--- config.mk ---
export PLATFORM = sky130hd
export DESIGN_NAME = ic_port_arbiter
export DESIGN_NICKNAME = d
export VERILOG_FILES = /design/src/rtl/ic_port_arbiter.sv
export SDC_FILE = /design/constraint.sdc
export NUM_CORES = 1
export LEC_CHECK = 0
export ABC_AREA = 1
export CAP_MARGIN = 25
export CORE_AREA = 2 2 125 127
export CTS_CLUSTER_SIZE = 25
export DETAILED_ROUTE_END_ITERATION = 10
export DIE_AREA = 0 0 127 129
export SLEW_MARGIN = 20
export SYNTH_ARGS = -nofsm -noshare
export SYNTH_HDL_FRONTEND = slang
export SYNTH_SLANG_ARGS = --single-unit
export TNS_END_PERCENT = 20
--- constraint.sdc ---
create_clock -name g_clk -period 2.1 [get_ports g_clk]
set_input_delay 0.42 -clock g_clk [delete_from_list [all_inputs] [get_ports g_clk]]
set_output_delay 0.42 -clock g_clk [all_outputs]
set_load 0.02 [all_outputs]
--- src/rtl/ic_port_arbiter.sv ---
// ic_port_arbiter: two-to-one arbiter sharing one req/gnt/recv/ack target port
// between two requesters (port 0 = CPU data, port 1 = CPU instruction).
// Exactly one transaction is outstanding at the target. The response is
// routed back to the owning requester.
//
// Ports:
//   g_clk, g_resetn         clock, async active-low reset
//   p{0,1}_req/wen/strb/wdata/addr   requester request channel (in)
//   p{0,1}_gnt                       request accepted (out)
//   p{0,1}_recv/error/rdata          response channel (out)
//   p{0,1}_ack                       requester accepts response (in)
//   s_req/wen/strb/wdata/addr        request to shared target (out)
//   s_gnt, s_recv, s_error, s_rdata  target grant and response (in)
//   s_ack                            response ack to target (out)
//   busy                             high whenever state is not IDLE
//
// Configuration macro: IC_ARB_ROUND_ROBIN_EN
//   defined   -> contention in IDLE is won by the port not equal to `last`
//   undefined -> fixed priority, port 0 wins contention
//
// Request and response paths are combinational (zero added cycles). All
// outputs are forced low while g_resetn is asserted.

module ic_port_arbiter #(
  parameter int unsigned AW = 32,
  parameter int unsigned DW = 32
) (
  input  logic            g_clk,
  input  logic            g_resetn,

  input  logic            p0_req,
  input  logic            p0_wen,
  input  logic [DW/8-1:0] p0_strb,
  input  logic [DW-1:0]   p0_wdata,
  input  logic [AW-1:0]   p0_addr,
  output logic            p0_gnt,
  output logic            p0_recv,
  input  logic            p0_ack,
  output logic            p0_error,
  output logic [DW-1:0]   p0_rdata,

  input  logic            p1_req,
  input  logic            p1_wen,
  input  logic [DW/8-1:0] p1_strb,
  input  logic [DW-1:0]   p1_wdata,
  input  logic [AW-1:0]   p1_addr,
  output logic            p1_gnt,
  output logic            p1_recv,
  input  logic            p1_ack,
  output logic            p1_error,
  output logic [DW-1:0]   p1_rdata,

  output logic            s_req,
  output logic            s_wen,
  output logic [DW/8-1:0] s_strb,
  output logic [DW-1:0]   s_wdata,
  output logic [AW-1:0]   s_addr,
  input  logic            s_gnt,
  input  logic            s_recv,
  input  logic            s_error,
  input  logic [DW-1:0]   s_rdata,
  output logic            s_ack,

  output logic            busy
);

  localparam int unsigned SW = DW / 8;

  typedef enum logic [1:0] {
    IDLE = 2'd0,
    REQ  = 2'd1,
    RSP  = 2'd2
  } state_t;

  state_t state;
  logic   owner;
  logic   last;

  logic   both_win_c;
  logic   win_c;
  logic   sel_c;
  logic   sel_req_c;
  logic   fwd_c;
  logic   gnt_c;
  logic   rsp_c;
  logic   own_ack_c;

  // Contention resolution between two simultaneous IDLE requests
`ifdef IC_ARB_ROUND_ROBIN_EN
  assign both_win_c = ~last;
`else
  logic last_unused;
  assign both_win_c  = 1'b0;
  assign last_unused = last;
`endif

  // Winner in IDLE; selection locked to owner in REQ/RSP
  always_comb begin
    win_c = 1'b0;
    if (p0_req && p1_req) begin
      win_c = both_win_c;
    end else begin
      win_c = p1_req;
    end
    sel_c = (state == IDLE) ? win_c : owner;
  end

  assign sel_req_c = sel_c ? p1_req : p0_req;
  // In IDLE the winner is always a requester, so sel_req_c covers both cases
  assign fwd_c     = g_resetn && (state != RSP) && sel_req_c;
  assign gnt_c     = fwd_c && s_gnt;
  assign rsp_c     = g_resetn && (state == RSP);
  assign own_ack_c = owner ? p1_ack : p0_ack;

  // Forward request to the target; payload zeroed when no request
  always_comb begin
    s_req   = fwd_c;
    s_wen   = 1'b0;
    s_strb  = SW'(0);
    s_wdata = DW'(0);
    s_addr  = AW'(0);
    if (fwd_c) begin
      s_wen   = sel_c ? p1_wen   : p0_wen;
      s_strb  = sel_c ? p1_strb  : p0_strb;
      s_wdata = sel_c ? p1_wdata : p0_wdata;
      s_addr  = sel_c ? p1_addr  : p0_addr;
    end
  end

  // Grants and responses go to the selected / owning port only
  always_comb begin
    p0_gnt   = gnt_c && !sel_c;
    p1_gnt   = gnt_c &&  sel_c;
    p0_recv  = 1'b0;
    p0_error = 1'b0;
    p0_rdata = DW'(0);
    p1_recv  = 1'b0;
    p1_error = 1'b0;
    p1_rdata = DW'(0);
    s_ack    = rsp_c && own_ack_c;
    if (rsp_c && !owner) begin
      p0_recv  = s_recv;
      p0_error = s_error;
      p0_rdata = s_rdata;
    end
    if (rsp_c && owner) begin
      p1_recv  = s_recv;
      p1_error = s_error;
      p1_rdata = s_rdata;
    end
  end

  assign busy = (state != IDLE);

  // Transaction state machine
  always_ff @(posedge g_clk or negedge g_resetn) begin
    if (!g_resetn) begin
      state <= IDLE;
      owner <= 1'b0;
      last  <= 1'b1;
    end else begin
      case (state)
        IDLE: begin
          if (sel_req_c) begin
            owner <= win_c;
            if (s_gnt) begin
              last  <= win_c;
              state <= RSP;
            end else begin
              state <= REQ;
            end
          end
        end
        REQ: begin
          if (!sel_req_c) begin
            state <= IDLE;
          end else if (s_gnt) begin
            last  <= owner;
            state <= RSP;
          end
        end
        RSP: begin
          if (s_recv && s_ack) begin
            state <= IDLE;
          end
        end
        default: state <= IDLE;
      endcase
    end
  end

endmodule

Word level (Yosys, flattened, before mapping)
Index checks and enable logic that the tools add are counted.
- flip-flop bits (word level): 3
- input port bits: 179
- logic and storage cells: 49
- multiplexer cells: 24
- eq/ne operators: 6
- reduce and logical (&&, ||, !) cells: 17
- operator list (kind ; number):
    32-bit two-way mux ; 6
    1-bit logical AND ; 11
    1-bit two-way mux ; 10
    2-bit two-way mux ; 5
    4-bit two-way mux ; 2
    2-bit case mux with 3 select lines ; 1
    2-bit inequality test (second input constant) ; 2
    3-bit inequality test (second input constant) ; 1
    3-bit AND reduction ; 1
    2-bit by 1-bit equality test with 1-bit output (second input constant) ; 1
    2-bit equality test (second input constant) ; 1
    1-bit zero test ; 2
    2-bit zero test ; 1
    2-bit by 1-bit inequality test with 1-bit output (second input constant) ; 1
    2-bit AND reduction ; 1
    2-bit nonzero test ; 1

Longest topological paths before layout
Gate-level depths: netlist of the first run.
- depth after elaboration: 7
- mapped depth: 9
- depth with buffers taken out: 9

Worst setup path before layout of the first run
OpenSTA, ideal clock, no wires.
- kind: register -> output
- start: register state[1]
- end: output s_addr[22]
- arrival time: 1.374 ns
- slack: 0.306 ns
- buffers on the path: 1
- stages on the path, launching flop included: 7
- cell sequence: dfrtp_1 -> nor2_2 -> nand3_1 -> nand2_4 -> clkbuf_1 -> nand2_1 -> a21oi_2
- cells in the longest elaborated chain, start to end: 5
- elaborated cells on any way between the ends: 8
- classes of those cells: 1 x eq/ne; 4 x mux; 3 x reduce/logical
- ends and longest elaborated chain (item ; line ; source):
    start, declared ; 75 ; state_t state;
    start signal, assigned ; 158 ; state <= IDLE;
    start signal, assigned ; 168 ; state <= RSP;
    start signal, assigned ; 170 ; state <= REQ;
    2-bit zero test ; 105 ; sel_c = (state == IDLE) ? win_c : owner;
    1-bit two-way mux ; 105 ;
    1-bit two-way mux ; 108 ; assign sel_req_c = sel_c ? p1_req : p0_req;
    1-bit logical AND ; 110 ; assign fwd_c = g_resetn && (state != RSP) && sel_req_c;
    32-bit two-way mux (*) ; 122 ; if (fwd_c) begin
    end, declared ; 57 ; output logic [AW-1:0] s_addr,
Every way passes the cells marked *; elsewhere a longest branch is shown, timed or not.

Worst setup path after layout of the first run
- start: register state[1]
- end: output s_strb[1]
- cells in the longest elaborated chain, start to end: 5
- elaborated cells on any way between the ends: 8
- classes of those cells: 1 x eq/ne; 4 x mux; 3 x reduce/logical
- ends and longest elaborated chain (item ; line ; source):
    2-bit zero test ; 105 ;
    1-bit two-way mux ; 105 ;
    1-bit two-way mux ; 108 ;
    1-bit logical AND ; 110 ;
    4-bit two-way mux (*) ; 122 ;
    end, declared ; 55 ; output logic [DW/8-1:0] s_strb,
Marks and branches as above.

==> results of run 1 <==
[per-layer routing]
layer | routed length (um) | up-vias
met5 | 0 | -
met4 | 95 | 0
met3 | 1200 | 8
met2 | 6420 | 201
met1 | 4990 | 1576
li1 | - | 1856
[repair_timing]
item                       CTS  global route
cloned                       1             3
gates resized for setup    602            99
buffers inserted             2             4
setup endpoints to repair  141           139
pin swaps                    1             2
[power groups by stage]
stage	logic (W)	clock network, W	registers, W
global route	0.00524	0.000316	0.000117
CTS	0.00459	0.000309	0.000113
global placement	0.00448	0	0.000104
detailed placement	0.00446	0	0.000105
floorplan	0.00249	0	0.000111
finish	0.00489	0.000302	0.000115
[final timing paths]
kind                                            from                    to  slack [ns]  depth (start not counted)
worst min-delay path                        g_resetn  state[1]$_DFFE_PN0P_        0.24                          2
worst min register to register  state[1]$_DFFE_PN0P_  state[0]$_DFFE_PN0P_        0.66                          3
worst max register to register  state[1]$_DFFE_PN0P_  state[0]$_DFFE_PN0P_        0.68                         10
max in group asynchronous                   g_resetn  state[1]$_DFFE_PN0P_        1.76                          2
min in group g_clk              state[1]$_DFFE_PN0P_  state[0]$_DFFE_PN0P_        0.66                          3
worst max-delay path            state[1]$_DFFE_PN0P_             s_strb[1]       -0.08                          9
[metrics by stage]
| stage | setup slack [ns] | cells | hold slack (ns) |
|---|---|---|---|
| 6_report | -0.0806 | 914 | 0.237 |
| 5_1_grt | -0.155 | 914 | 0.247 |
| 4_1_cts | -0.0681 | 907 | 0.236 |
| 3_5_place_dp | -0.822 | 900 | 0.658 |
| 3_3_place_gp | -0.826 | 900 | 0.652 |
| 2_1_floorplan | 0.306 | 388 | 0.124 |
[area by class of cell]
type / count / area (um^2) / area share, %
Sequential cell: 3 / 76.3 / 1.30
Inverter: 43 / 161 / 2.74
Multi-Input combinational cell: 316 / 1880 / 31.9
Tap cell: 188 / 235 / 4.00
Timing Repair Buffer: 360 / 3460 / 58.7
Clock buffer: 4 / 78.8 / 1.34
[sequential cells by signal (all words and copies together) (netlist names)]
register and count:
state 2, owner 1
[worst max-delay path, delay by kind of cell, from the launching register on]
family / cells / cell delay (ns)
DFF: 1 / 0.43
and+or+nand+nor: 6 / 0.64
AOI/OAI and AO/OA: 1 / 0.14
buffers and inverters: 2 / 0.31
[placed cells by master (no fill, tap or decap), drive strengths merged]
cell / Yosys / final
clkbuf: 13 / 20
dfrtp: 3 / 3
a21oi: 69 / 69
dlygate4sd2: 0 / 3
nand3: 7 / 7
inv: 43 / 43
nand2: 159 / 160
clkdlybuf4s15: 0 / 23
buf: 14 / 142
clkdlybuf4s50: 0 / 176
nand4: 2 / 2
and2: 1 / 1
o21ai: 2 / 2
nor2: 75 / 75
[kinds of logic (layout without fill, tap and decap cells)]
family                 count (synthesis)  count (layout)  synth area share, %
AOI/OAI and AO/OA                     71              71                 30.7
and+or+nand+nor                      244             245                 49.3
buffers and inverters                 70             407                 16.2
DFF                                    3               3                 3.75
==> out/qor.yml, run 1 <==
outcome: "finished with violations"
failed_checks: "negative setup slack"
hold_viol_final: 0
grt_pass1_wl_mm: 18.4
antenna_cells: 0
cellPowerDensity_nw_per_um2: 902
grt_use_total_pct: 13.8
end_kind: "output pin"
setup_viol: 60
yosysMostFrequentCell: "sky130_fd_sc_hd__nand2_1"
number_of_buffers_created_by_cts: 3
clkSlewWorstSetupHoldPaths_ns: 0.03
design.final.nets: 906
grt.met3_usage_pct: 4.37
placement_rows: 45
fp.dieH_um: 129
max_freq_mhz: 459
avgViaCountPerCell: 3.98
power.internal_w: 0.00231
place.gp.congestion: 0.794
cellLeakagePower_nw: 2.66
post-route-period-util_pct: 104
floorplan.initialDensity_pct: 13.4
post_synth_inst_count: 388
pin_count_of_the_biggest_net_entering_global_routing: 51
place.port_buffers: 320
fillCellCount: 1584
critPathKind: "flop to output pin"
totalNegativeSetupSlack_ns: -3.04
crit_path_top_delay_cell: "sky130_fd_sc_hd__dfrtp_2"
critPathLaunchType: "flop"
mappedNetlistNets: 567
grt_pass1_vias: 3538
finalInstanceArea_um2: 5890
power.total_w: 0.00531
cts.sinks: 3
switching_power_w: 0.00300
timing.max_slew.rel_slack_pct: 84.0
synth_common_cells: "150 x sky130_fd_sc_hd__nand2_1, 74 x sky130_fd_sc_hd__nor2_1, 69 x sky130_fd_sc_hd__a21oi_2"
min_period_ns: 2.18
wl_mm: 12.7
wl_per_cell_um: 13.9
first_pass_iters: 4
layout-area-overhead-vs-synth_pct: 194
report.final.slew_viol_count: 0
synth-edff-count: 0
post_route_cells_drive_above_1_share_pct: 37.9
cts_tree: "yes"
cp_data_arrival_time_ns: 1.76
die_w_um: 127
clkPwrFrac_pct: 5.7
vias_post_dr: 3641
worst_clock_skew_ns: 0.000373
antenna_left: 0
core_um2: 15000
synth-seq-cells: 3
crit_required_ns: 1.68
antenna_found_initial: 0
cts_max_path_buffers: 2
synth_largest_type_area_fraction_pct: 30.2
critical_path.cell_chain: "nor2_4 -> nand3_4 -> nand2_4 -> nand2_4 -> nand2_8 -> nand2_8 -> buf_12 -> a21oi_4 -> buf_6"
grt-busiest-layer: "met2"
power_switching_share_pct: 56.5
synth-async-reset-ratio_pct: 100
drv_cap: 0
rsz0062_at_grt: "yes"
synth-warning-count: 0
largest_fanout_of_any_net_on_the_critical_path: 8
ioPinCount: 321
power_frac_seq_pct: 2.2
critical-path-max-stage-delay_ns: 0.43
floorplan.die_area_um2: 16400
drc_errors: 0
yosysUniqueCellTypes: 17
placed_instance_area_um2: 5580
post_synth_instance_area_um2: 2000
worst_skew_pair_latency_ns: 0.22
post_synthesis_mean_instance_area_um2: 5.16
estimated_wirelength_of_the_detail_placed_design_mm: 10.2
groute.layer.met2.usage_pct: 25.6
cts.root.buffer_cell: "sky130_fd_sc_hd__clkbuf_16"
power.ir.vdd_worst_mv: 0.642
finalWorstSetupSlack_ns: -0.0806
most_area_consuming_cells_after_synthesis: "sky130_fd_sc_hd__a21oi_2 30%, sky130_fd_sc_hd__nand2_1 28%, sky130_fd_sc_hd__nor2_1 14%"
grt-ovfl-total: 0
synth_top_flop_cell: "sky130_fd_sc_hd__dfrtp_1"
detail_route.iter0.violations: 88
worst_slew_pin_tran_ns: 0.240
globalRouteMet1Util_pct: 15.8
netlist.top_cell.by_area: "sky130_fd_sc_hd__a21oi_2"
htree_num_levels: 1
synth.yosys.seq_area_share_pct: 3.75
holdBufCountCts: 0
timing.hold.worst.class: "primary input to async pin"
comb_power_share_pct: 92.1
fin_util_pct: 39.3
Power figures use the tool's default switching activity.
==> run 2, diff against run 1 <==
- CORE_AREA: 2 2 125 127 -> 3 3 123 125
- DIE_AREA: 0 0 127 129 -> 0 0 126 128
==> out/qor.yml, run 2 (synthesis gave the netlist of run 1 again) <==
design.final.nets: 904
cts_tree: "yes"
holdBufCountCts: 0
whs_ns: 0.220
worst_clock_skew_ns: 0.00270
critPathLaunchType: "flop"
placed_instance_area_um2: 5540
crit_required_ns: 1.68
rsz0062_at_grt: "yes"
cts.root.buffer_cell: "sky130_fd_sc_hd__clkbuf_16"
power.internal_w: 0.00270
outcome: "finished with violations"
cp_data_arrival_time_ns: 1.75
crit_family: "simple AND/OR/NAND/NOR gates"
htree_num_levels: 1
cts_max_path_buffers: 2
number_of_buffers_created_by_cts: 3
clkPwrFrac_pct: 5.1
power.total_w: 0.00592
core_um2: 14000
post_route_cells_drive_above_1_share_pct: 39.1
timing.max_slew.rel_slack_pct: 84.2
place.gp.congestion: 0.904
top_reg_by_flops: "state"
worst_slew_pin_tran_ns: 0.238
fillCellCount: 1452
estimated_wirelength_of_the_detail_placed_design_mm: 11.1
largest_register_ffs: 2
antenna_left: 0
end_kind: "output pin"
drv_cap: 0
crit_path_top_delay_cell: "sky130_fd_sc_hd__dfrtp_2"
pin_count_of_the_biggest_net_entering_global_routing: 47
fp.dieH_um: 128
antenna_found_initial: 0
timing.hold.worst.class: "primary input to async pin"
power_frac_seq_pct: 2.0
multiInputGateArea_um2: 1930
worst_skew_pair_latency_ns: 0.22
ff_latch_area_um2: 76.3
finalWorstSetupSlack_ns: -0.0665
first_pass_iters: 4
cellPowerDensity_nw_per_um2: 986
comb_power_share_pct: 92.9
crit_buf_inv: 2
die_w_um: 126
drc_errors: 0
grt-ovfl-total: 0
ioPinCount: 321
placement_rows: 43
place.port_buffers: 320
grt_pass1_vias: 3879
vias_post_dr: 3780
cts.sinks: 3
largest_registers: "state: 2 flops, owner: 1 flops"
detail_route.iter0.violations: 105
wl_per_cell_um: 16.4
critical_path.cell_chain: "nor2_4 -> nand3_2 -> nand2_4 -> nand2_4 -> nand2_8 -> nand2_8 -> buf_12 -> a21oi_2 -> buf_6"
setup_viol: 69
critical-path-max-stage-delay_ns: 0.43
min_period_ns: 2.17
cellLeakagePower_nw: 2.77
grt_use_total_pct: 16.3
antenna_cells: 0
largest_fanout_of_any_net_on_the_critical_path: 14
commonest_cells_after_routing_fill_and_taps_aside: "176 x sky130_fd_sc_hd__clkdlybuf4s50_1, 145 x sky130_fd_sc_hd__nand2_1, 73 x sky130_fd_sc_hd__buf_4"
avgViaCountPerCell: 4.18
totalNegativeSetupSlack_ns: -2.23
grt_pass1_wl_mm: 21.4
failed_checks: "negative setup slack"
switching_power_w: 0.00323
wl_mm: 14.8
max_freq_mhz: 462
power_switching_share_pct: 54.5
clkSlewWorstSetupHoldPaths_ns: 0.03
mostFrequentLayoutCell: "sky130_fd_sc_hd__clkdlybuf4s50_1"
floorplan.initialDensity_pct: 14.3
post-route-period-util_pct: 103
power.ir.vdd_worst_mv: 0.428
report.final.slew_viol_count: 0
hold_viol_final: 0
floorplan.die_area_um2: 16100
layout-area-overhead-vs-synth_pct: 200
critPathKind: "flop to output pin"
finalInstanceArea_um2: 6010
run 2: cell types whose count changed in the layout (fill, tap and decap cells not counted), moves of 3 or more:
cell / previous run / this run
sky130_fd_sc_hd__nand2_1: 149 / 145
sky130_fd_sc_hd__nor2_1: 73 / 67
sky130_fd_sc_hd__buf_16: 1 / 9
sky130_fd_sc_hd__clkdlybuf4s15_2: 23 / 1
sky130_fd_sc_hd__buf_4: 46 / 73
sky130_fd_sc_hd__buf_6: 56 / 51
sky130_fd_sc_hd__buf_2: 33 / 36
sky130_fd_sc_hd__nor2_2: 0 / 6
sky130_fd_sc_hd__clkbuf_2: 14 / 1
run 2: routing by layer:
metal	wire length (um)	part of all wire (%)	global-route usage [%]	vias to the layer above
li1	-	-	-	1859
met1	5630	38	19.1	1696
met2	7740	52	31.1	217
met3	1340	9.0	3.54	8
met4	126	0.85	1.83	0
met5	0	0	0	-
run 2: final timing paths:
check	startpoint	endpoint	slack (ns)	cells after the start
setup / recovery	state[1]$_DFFE_PN0P_	s_wdata[8]	-0.07	9
setup reg to reg	state[0]$_DFFE_PN0P_	state[0]$_DFFE_PN0P_	0.73	9
hold reg to reg	state[1]$_DFFE_PN0P_	state[0]$_DFFE_PN0P_	0.69	3
max in group asynchronous	g_resetn	state[1]$_DFFE_PN0P_	1.77	2
hold / removal	g_resetn	owner$_DFFE_PN0P_	0.22	2
min in group g_clk	p0_req	owner$_DFFE_PN0P_	0.60	2
run 2: power groups by stage:
| stage | registers (W) | logic, W | clock network [W] |
|---|---|---|---|
| after floorplan | 0.000111 | 0.00249 | 0 |
| after global placement | 0.000106 | 0.00441 | 0 |
| after detailed placement | 0.000106 | 0.00444 | 0 |
| after CTS | 0.000117 | 0.00487 | 0.000309 |
| after global routing | 0.000121 | 0.00588 | 0.000316 |
| final | 0.000117 | 0.00550 | 0.000305 |
run 2: final cells by class:
type / count / area share, %
clock buffer: 4 / 1.31
inverter: 43 / 2.69
multi-input combinational: 316 / 32.0
sequential: 3 / 1.27
tap: 180 / 3.75
timing repair buffer: 358 / 58.9
run 2: timing repair:
item | 4_1_cts | 5_1_grt
setup buffers | 5 | 0
endpoints found under the setup margin | 141 | 140
pin swaps | 3 | 4
gates cloned | 8 | 3
gates resized for setup | 645 | 128
run 2: stage by stage:
stage	util, %	setup WS, ns	instances
after floorplan	-	0.306	388
after global placement	39.6	-0.776	885
after detailed placement	39.6	-0.808	885
after CTS	39.2	-0.137	902
after global routing	43.0	-0.129	904
final	43.0	-0.0665	904
